==> src/rtl/cpu_pkg.sv <==
// Shared definitions for the 5-stage MIPS core: opcodes, memory access sizes,
// control bundle widths and the bit positions of fields inside the bundles.
package cpu_pkg;

  localparam logic [5:0] Rtype = 6'b000000;
  localparam logic [5:0] addi  = 6'b001000;
  localparam logic [5:0] andi  = 6'b001100;
  localparam logic [5:0] ori   = 6'b001101;
  localparam logic [5:0] slti  = 6'b001010;
  localparam logic [5:0] beq   = 6'b000100;
  localparam logic [5:0] bne   = 6'b000101;
  localparam logic [5:0] lw    = 6'b100011;
  localparam logic [5:0] sw    = 6'b101011;
  localparam logic [5:0] lb    = 6'b100000;
  localparam logic [5:0] sb    = 6'b101000;
  localparam logic [5:0] j     = 6'b000010;
  localparam logic [5:0] jal   = 6'b000011;

  localparam logic [1:0] WordWork = 2'b01;
  localparam logic [1:0] ByteWork = 2'b10;

  localparam int WB_W = 2;
  localparam int M_W  = 4;
  localparam int EX_W = 8;

  // M = {MemRead[1:0], MemWrite[1:0]}, EX = {ALUSrc, ALUOp[5:0], RegDst}
  localparam int M_RD_HI   = 3;
  localparam int M_RD_LO   = 2;
  localparam int M_WR_HI   = 1;
  localparam int M_WR_LO   = 0;
  localparam int EX_ALUSRC = 7;
  localparam int EX_REGDST = 0;

  function automatic logic mem_reads(input logic [M_W-1:0] m);
    return m[M_RD_HI:M_RD_LO] != 2'b00;
  endfunction

endpackage

==> src/rtl/load_use_detect.sv <==
// Load-use hazard detection: the load in EX writes a register that the
// instruction in ID reads, so the ID instruction must wait one cycle.
module load_use_detect #(
  parameter int REG_AW = 5
) (
  input  logic              ex_valid,
  input  logic              ex_mem_read,
  input  logic [REG_AW-1:0] ex_rt,
  input  logic              id_valid,
  input  logic [REG_AW-1:0] id_rs,
  input  logic [REG_AW-1:0] id_rt,
  output logic              haz
);

  // $0 is hard-wired to zero, so a load targeting it never produces a value to wait for
  assign haz = ex_valid & ex_mem_read & (ex_rt != '0) & id_valid &
               ((ex_rt == id_rs) | (ex_rt == id_rt));

endmodule

==> src/rtl/id_ex_stage.sv <==
// ID/EX pipeline register with load-use bubble insertion, branch/jump flush,
// global hold and a saturating count of inserted bubbles.
module id_ex_stage
  import cpu_pkg::*;
#(
  parameter int DATA_W = 32,
  parameter int REG_AW = 5,
  parameter int CNT_W  = 16
) (
  input  logic              clk,
  input  logic              rst_n,
  input  logic [WB_W-1:0]   id_wb_i,
  input  logic [M_W-1:0]    id_m_i,
  input  logic [EX_W-1:0]   id_ex_i,
  input  logic [DATA_W-1:0] id_rd1_i,
  input  logic [DATA_W-1:0] id_rd2_i,
  input  logic [DATA_W-1:0] id_imm_i,
  input  logic [REG_AW-1:0] id_rs_i,
  input  logic [REG_AW-1:0] id_rt_i,
  input  logic [REG_AW-1:0] id_rd_i,
  input  logic [DATA_W-1:0] id_pc4_i,
  input  logic              id_valid_i,
  input  logic              flush_i,
  input  logic              hold_i,
  output logic [WB_W-1:0]   ex_wb_o,
  output logic [M_W-1:0]    ex_m_o,
  output logic [EX_W-1:0]   ex_ex_o,
  output logic [DATA_W-1:0] ex_rd1_o,
  output logic [DATA_W-1:0] ex_rd2_o,
  output logic [DATA_W-1:0] ex_imm_o,
  output logic [DATA_W-1:0] ex_pc4_o,
  output logic [REG_AW-1:0] ex_rs_o,
  output logic [REG_AW-1:0] ex_rt_o,
  output logic [REG_AW-1:0] ex_rd_o,
  output logic              ex_valid_o,
  output logic              stall_o,
  output logic [CNT_W-1:0]  bubble_cnt_o
);

  localparam logic [CNT_W-1:0] CNT_MAX = '1;
  localparam logic [CNT_W-1:0] CNT_ONE = CNT_W'(1);

  logic haz;
  logic ex_mem_read;

  assign ex_mem_read = mem_reads(ex_m_o);

  load_use_detect #(.REG_AW(REG_AW)) u_detect (
    .ex_valid    (ex_valid_o),
    .ex_mem_read (ex_mem_read),
    .ex_rt       (ex_rt_o),
    .id_valid    (id_valid_i),
    .id_rs       (id_rs_i),
    .id_rt       (id_rt_i),
    .haz         (haz)
  );

  // Stall protocol: stall_o freezes PC and IF/ID in the same cycle it is high;
  // hold_i freezes everything here, and a flush wins over a stall because the
  // ID instruction is wrong-path and is dropped instead of waiting.
  assign stall_o = haz & ~flush_i;

  always_ff @(posedge clk or negedge rst_n) begin
    if (!rst_n) begin
      ex_wb_o      <= '0;
      ex_m_o       <= '0;
      ex_ex_o      <= '0;
      ex_rd1_o     <= '0;
      ex_rd2_o     <= '0;
      ex_imm_o     <= '0;
      ex_pc4_o     <= '0;
      ex_rs_o      <= '0;
      ex_rt_o      <= '0;
      ex_rd_o      <= '0;
      ex_valid_o   <= 1'b0;
      bubble_cnt_o <= '0;
    end else if (!hold_i) begin
      if (flush_i || haz) begin
        ex_wb_o    <= '0;
        ex_m_o     <= '0;
        ex_ex_o    <= '0;
        ex_rd1_o   <= '0;
        ex_rd2_o   <= '0;
        ex_imm_o   <= '0;
        ex_pc4_o   <= '0;
        ex_rs_o    <= '0;
        ex_rt_o    <= '0;
        ex_rd_o    <= '0;
        ex_valid_o <= 1'b0;
        if (!flush_i && (bubble_cnt_o != CNT_MAX)) begin
          bubble_cnt_o <= bubble_cnt_o + CNT_ONE;
        end
      end else begin
        // an empty IF/ID slot must not carry write/memory side effects into EX
        ex_wb_o    <= id_valid_i ? id_wb_i : '0;
        ex_m_o     <= id_valid_i ? id_m_i  : '0;
        ex_ex_o    <= id_valid_i ? id_ex_i : '0;
        ex_rd1_o   <= id_rd1_i;
        ex_rd2_o   <= id_rd2_i;
        ex_imm_o   <= id_imm_i;
        ex_pc4_o   <= id_pc4_i;
        ex_rs_o    <= id_rs_i;
        ex_rt_o    <= id_rt_i;
        ex_rd_o    <= id_rd_i;
        ex_valid_o <= id_valid_i;
      end
    end
  end

endmodule

==> config.mk <==
export PLATFORM = sky130hd
export DESIGN_NAME = id_ex_stage
export DESIGN_NICKNAME = d
export VERILOG_FILES = /design/src/rtl/cpu_pkg.sv /design/src/rtl/load_use_detect.sv /design/src/rtl/id_ex_stage.sv
export SDC_FILE = /design/constraint.sdc
export NUM_CORES = 1
export LEC_CHECK = 0
export CAP_MARGIN = 20
export CORE_AREA = 2 2 194 101
export CTS_CLUSTER_SIZE = 14
export DETAILED_ROUTE_END_ITERATION = 8
export DIE_AREA = 0 0 196 103
export PLACE_DENSITY = 0.86
export SKIP_CTS_REPAIR_TIMING = 1
export SYNTH_ARGS = -nofsm -noshare
export SYNTH_HDL_FRONTEND = slang
export SYNTH_SLANG_ARGS = --single-unit
==> constraint.sdc <==
create_clock -name clk -period 1.9 [get_ports clk]
set_input_delay 0.285 -clock clk [delete_from_list [all_inputs] [get_ports clk]]
set_output_delay 0.285 -clock clk [all_outputs]
set_load 0.005 [all_outputs]
[Word level (Yosys, flattened, before mapping)]
Index checks and enable logic that the tools add are counted.
Operators by class
  $add $sub $neg: 1
  multiply operators: 0
  divide/modulo/power cells: 0
  order comparisons: 0
  eq/ne operators: 3
  shift operators: 0
  mux-type cells: 14
  bitwise logic cells: 8
  reduce and logical (&&, ||, !) cells: 6
Operators with widths (count)
  32-bit 2-to-1 mux: 4
  16-bit by 1-bit adder with 16-bit output (second input constant): 1
  8-bit 2-to-1 mux: 2
  16-bit != test (second input constant): 1
  5-bit 2-to-1 mux: 3
  5-bit == test: 2
  4-bit 2-to-1 mux: 2
  1-bit bitwise AND: 5
  5-bit nonzero test: 1
  2-bit 2-to-1 mux: 2
  3-bit AND reduction: 1
  1-bit NOT: 2
  2-bit nonzero test: 1
  1-bit logical AND: 1
  1-bit logical NOT: 1
  1-bit logical OR: 1
  1-bit 2-to-1 mux: 1
  1-bit OR: 1
Word-level totals
  register bits: 174
  bits in latches: 0
  memory bits (writable): 0
  memory bits (read-only): 0
  logic and storage cells: 44
  memories: 0

[Logic depth before layout (Yosys ltp)]
  depth in word-level cells: 7
  depth in mapped cells: 7
  gate-level depth less buffers: 6

[Modules after synthesis]
A second synthesis with hierarchy kept.
Second synthesis, totals
  cell total of the unflattened synthesis: 444
  area total of the unflattened synthesis: 6441.2 um^2
By module, submodules not included
  id_ex_stage: times used 1, cells an instance 427, area each 6312.3 um^2, seq. area each 4354.2 um^2
  load_use_detect: times used 1, cells an instance 17, area each 128.9 um^2, seq. area each 0.0 um^2

[Least setup slack after synthesis]
Ideal clock, no wire load.
  path kind: reg2reg
  start: register ex_rt_o[0]
  end: register bubble_cnt_o[1]
  library setup time: 0.125 ns
  arrival: 1.903 ns
  data required time: 1.775 ns
  path slack: -0.127 ns
  cell stages (with the launch flop): 6
  buffers on the path: 0
  clock period less this slack: 2.027 ns
  cell sequence: dfrtp_1 -> or4_1 -> o211a_1 -> a21boi_1 -> nand2_1 -> mux2_2
On the way
  word-level cells in the longest chain between the ends: 6
  elaborated cells between the ends (all ways): 9
Ends and longest elaborated chain
  from (decl): RTL line id_ex_stage.sv:33  | output logic [REG_AW-1:0] ex_rt_o,
  from (signal assigned): RTL line id_ex_stage.sv:103  | ex_rt_o <= id_rt_i;
  5-bit nonzero test: RTL line load_use_detect.sv:16  | assign haz = ex_valid & ex_mem_read & (ex_rt != '0) & id_valid &
  1-bit bitwise AND (2 in series): RTL line load_use_detect.sv:16
  1-bit bitwise AND *: RTL line load_use_detect.sv:16
  1-bit logical OR *: RTL line id_ex_stage.sv:78  | if (flush_i || haz) begin
  3-bit AND reduction (no source line) *
  to (signal assigned): RTL line id_ex_stage.sv:91  | bubble_cnt_o <= bubble_cnt_o + CNT_ONE;
  to (decl): RTL line id_ex_stage.sv:37  | output logic [CNT_W-1:0] bubble_cnt_o
Mark *: on every way between the ends. The rest lies on a longest branch, timed or not.
A chain may end at the register's enable or synchronous reset.

[Final worst setup path]
  start: register ex_rt_o[2]
  end: register ex_imm_o[13]
On the way
  word-level cells in the longest chain between the ends: 6
  elaborated cells between the ends (all ways): 9
Ends and longest elaborated chain
  5-bit nonzero test: RTL line load_use_detect.sv:16
  1-bit bitwise AND (2 in series): RTL line load_use_detect.sv:16
  1-bit bitwise AND *: RTL line load_use_detect.sv:16
  1-bit logical OR *: RTL line id_ex_stage.sv:78
  32-bit 2-to-1 mux *: RTL line id_ex_stage.sv:78
  to (signal assigned): RTL line id_ex_stage.sv:100  | ex_imm_o <= id_imm_i;
  to (decl): RTL line id_ex_stage.sv:30  | output logic [DATA_W-1:0] ex_imm_o,
Marked as above.

==> results.txt <==
* Final Wtd Congestion: 0.8359
- The initial antenna violation count came to 0.
- 0 antenna diodes ended up in the layout.
- Area delta synth->final: 69.61%
- After routing, the total negative slack on setup checks comes to -25810 ps.
- Largest net degree at the start of global routing: 86
- For this run, the detailed router's first-pass iteration total came to 4.
* Die X: 196 um
* Mean routed wirelength per cell: 20.51 um
- Leaving out fill and tap cells, the most frequent cell in the layout is clkdlybuf4s50_1.
- Setup repair after global routing could not meet its margin everywhere.
- The tool flagged a number of max-cap violations equal to 0.
* Dominant cell type by area after synthesis: dfrtp_1
* CP max FO: 32
- Full die area: 20190 um^2
* Share of synthesized flip-flops with an asynchronous set or reset: 100.0%
- Total via count after detailed routing: 5449
* Clock Pin Slew Worst Setup and Hold Paths: 70 ps
- Highest ir drop seen on vdd: 0.0005265 V
- For this run, the total global-route usage over all layers was measured as 20.31%.
- The first routing iteration left 235 violations.
- Sequential-to-total area share from yosys stat: 66.48%
- Main synth FF type: dfrtp_1
- The worst setup path is of the reg2reg kind.
* Post-synthesis register bit count: 174
- Worst clock skew: 10.49 ps
- Synth warnings: 0
- The worst pin sits at a relative slew slack of 40.38%.
- Summed over all cells, the static leakage comes to 4.866 nW.
- STA classifies the critical path startpoint as a flop.
- Proportion of layout cells with a drive suffix above 1: 11.00%
* Count of input and output buffers: 336
* Final setup slack of the worst path: -215.0 ps
- The run finished, with violations left.
- Kind of end point of the critical path: flop
- Number of core rows: 36
- Syn Inst Count: 448
- The number of clock buffers added by TritonCTS is 17.
- Number of cell instances on the worst register-to-register path: 7
- The number of nets in the synthesized netlist is 611.
- For this run, the post-layout net count is 970.
- Yosys mapped a number of flops with a built-in enable equal to 0.
- Max-slew violation count: 0
* Height of the die: 103 um
- At the worst endpoint, the arrival time is 2470 ps.
- Global routing finished with a remaining overflow of 0.
* Endpoints failing setup: 157
* Number of global-route vias before repair: 5412
- Cell chosen for the clock root: clkbuf_16
- First-pass GRT wire length: 31240 um
- For the worst setup path, the data required time is 2250 ps.
- The hold violation count in the final report came to 0.
* CORE AREA: 18740 um^2
- Commonest non-fill, non-tap cells in the layout: clkdlybuf4s50_1 (333), dfrtp_1 (174), a22o_1 (144), buf_4 (31)
- For the worst-skew pair, the clock arrives at the later sink with an insertion delay of 410 ps.
- Library cells used by synthesis: 31
- Actual slew at the worst max-slew pin: 894.3 ps
- Largest buffer count on any clock path: 2
- Syn Std Cell Area: 6550 um^2
- Pin placement for this block handled 337 I/O pins.
- Remaining number of nets flagged by the antenna check after routing: 0
* H-tree level count: 4
- DRC violations left: 0
- For this design, the sink count on the clock tree is 174.
* Filler instances: 1529
- After synthesis, the mean cell area works out to 14.62 um^2.
- In the routed layout, each cell is associated on average with a via count of 5.116.
- The initial utilization of the core area, before any placement, comes to 34.96%.
- Post-layout total power: 9.103 mW
- In this run the power density over the cells is 819.4 nW/um^2.
- Yosys attributes the largest share of cell area to dfrtp_1 (66%), a22o_1 (19%), xnor2_1 (3.3%).
* Top-area cell type share of the netlist area: 66.48%
* Detailed placement HPWL: 15490 um
* Failing checks: negative setup slack
- The tightest min-delay check is of the in2async type.
- CTS tree: built
- For this run, the top clock speed supported by timing is 472.8 MHz.
* Final clock period utilization by the worst path: 111.3%
- After layout, the minimum clock period comes to 2115 ps.
* WL final: 21840 um
==> worst paths after layout <==
| check | to | slack, ps | from |
|---|---|---|---|
| max in group asynchronous | ex_rd1_o[22] | 860 | rst_n |
| setup reg to reg | ex_imm_o[13] | -210 | ex_rt_o[2] |
| hold / removal | ex_rd2_o[30] | 430 | rst_n |
| hold reg to reg | ex_wb_o[1] | 500 | ex_wb_o[1] |
| setup / recovery | ex_imm_o[13] | -210 | ex_rt_o[2] |
| min in group clk | ex_rd1_o[29] | 460 | id_rd1_i[29] |
==> worst max-delay path, cell delays in order, from the launching register on <==
cell and delay [ps]:
dfrtp_1 390, or4_4 560, o21a_4 240, buf_4 140
a21oi_4 120, buf_6 170, clkbuf_16 230, a22o_1 160
==> cell type report <==
cell class              count  area, um^2  area share (%)
clock buffers              21       460.4           4.145
clock inverters             9       111.4           1.002
inverters                   1       3.754         0.03379
multi-input cells         235        2054           18.49
flip-flops and latches    174        4354           39.19
well taps                 247       309.0           2.782
repair buffers            378        3816           34.35
==> kinds of logic (layout without fill, tap and decap cells) <==
kind of cell               Yosys count  count (layout)  synth area share (%)
buffers and inverters               39             409                 3.858
and+or+nand+nor                     43              43                 3.725
AOI/OAI and AO/OA                  165             165                 22.24
xor gates and xnor gates            25              25                 3.343
DFF                                174             174                 66.48
adders and majority gates            1               1                0.1910
muxes                                1               1                0.1719
==> registers in the layout, summed over array words and instances, names as in the netlist <==
signal / count
ex_m_o: 4
ex_rd2_o: 32
ex_valid_o: 1
ex_wb_o: 2
ex_rt_o: 5
bubble_cnt_o: 16
ex_pc4_o: 32
ex_imm_o: 32
ex_ex_o: 8
ex_rs_o: 5
ex_rd_o: 5
ex_rd1_o: 32
==> stage by stage <==
step / instances / hold slack [ps] / instance area [um^2] / util, % / setup slack, ps
global route: 1065 / 447.6 / 11110 / 59.29 / -275.3
detailed placement: 1028 / 306.7 / 10320 / 55.09 / -490.7
floorplan: 448 / -10.59 / 6568 / - / -65.50
CTS: 1058 / -151.5 / 10890 / 58.14 / -678.6
global placement: 1028 / 309.5 / 10320 / 55.09 / -474.9
finish: 1065 / 426.1 / 11110 / 59.29 / -215.0
==> per-layer routing <==
metal | GRT usage, % | up-vias | share of wire (%)
li1 | - | 2440 | -
met4 | 4.196 | 0 | 0.60
met3 | 8.014 | 15 | 8.4
met5 | 0 | - | 0
met2 | 32.60 | 212 | 48
met1 | 26.42 | 2782 | 43
==> power breakdown <==
part	total, mW	internal [mW]	switching, mW	leakage, nW
registers	4.12	3.96	0.160	2.29
clock network	3.42	2.00	1.42	0.275
logic	1.56	1.02	0.546	2.30
==> cell usage after synthesis, drive strengths merged, types with 2 or more instances <==
master	instances
dfrtp	174
o211a	2
and2	2
and4	2
clkbuf	21
a22o	144
xnor2	25
nor3	2
and3	4
buf	17
nand4	11
nand2	5
a32o	14
nor2	4
a21oi	2
nand3	9
No activity file was read; power rests on OpenSTA's default activity.
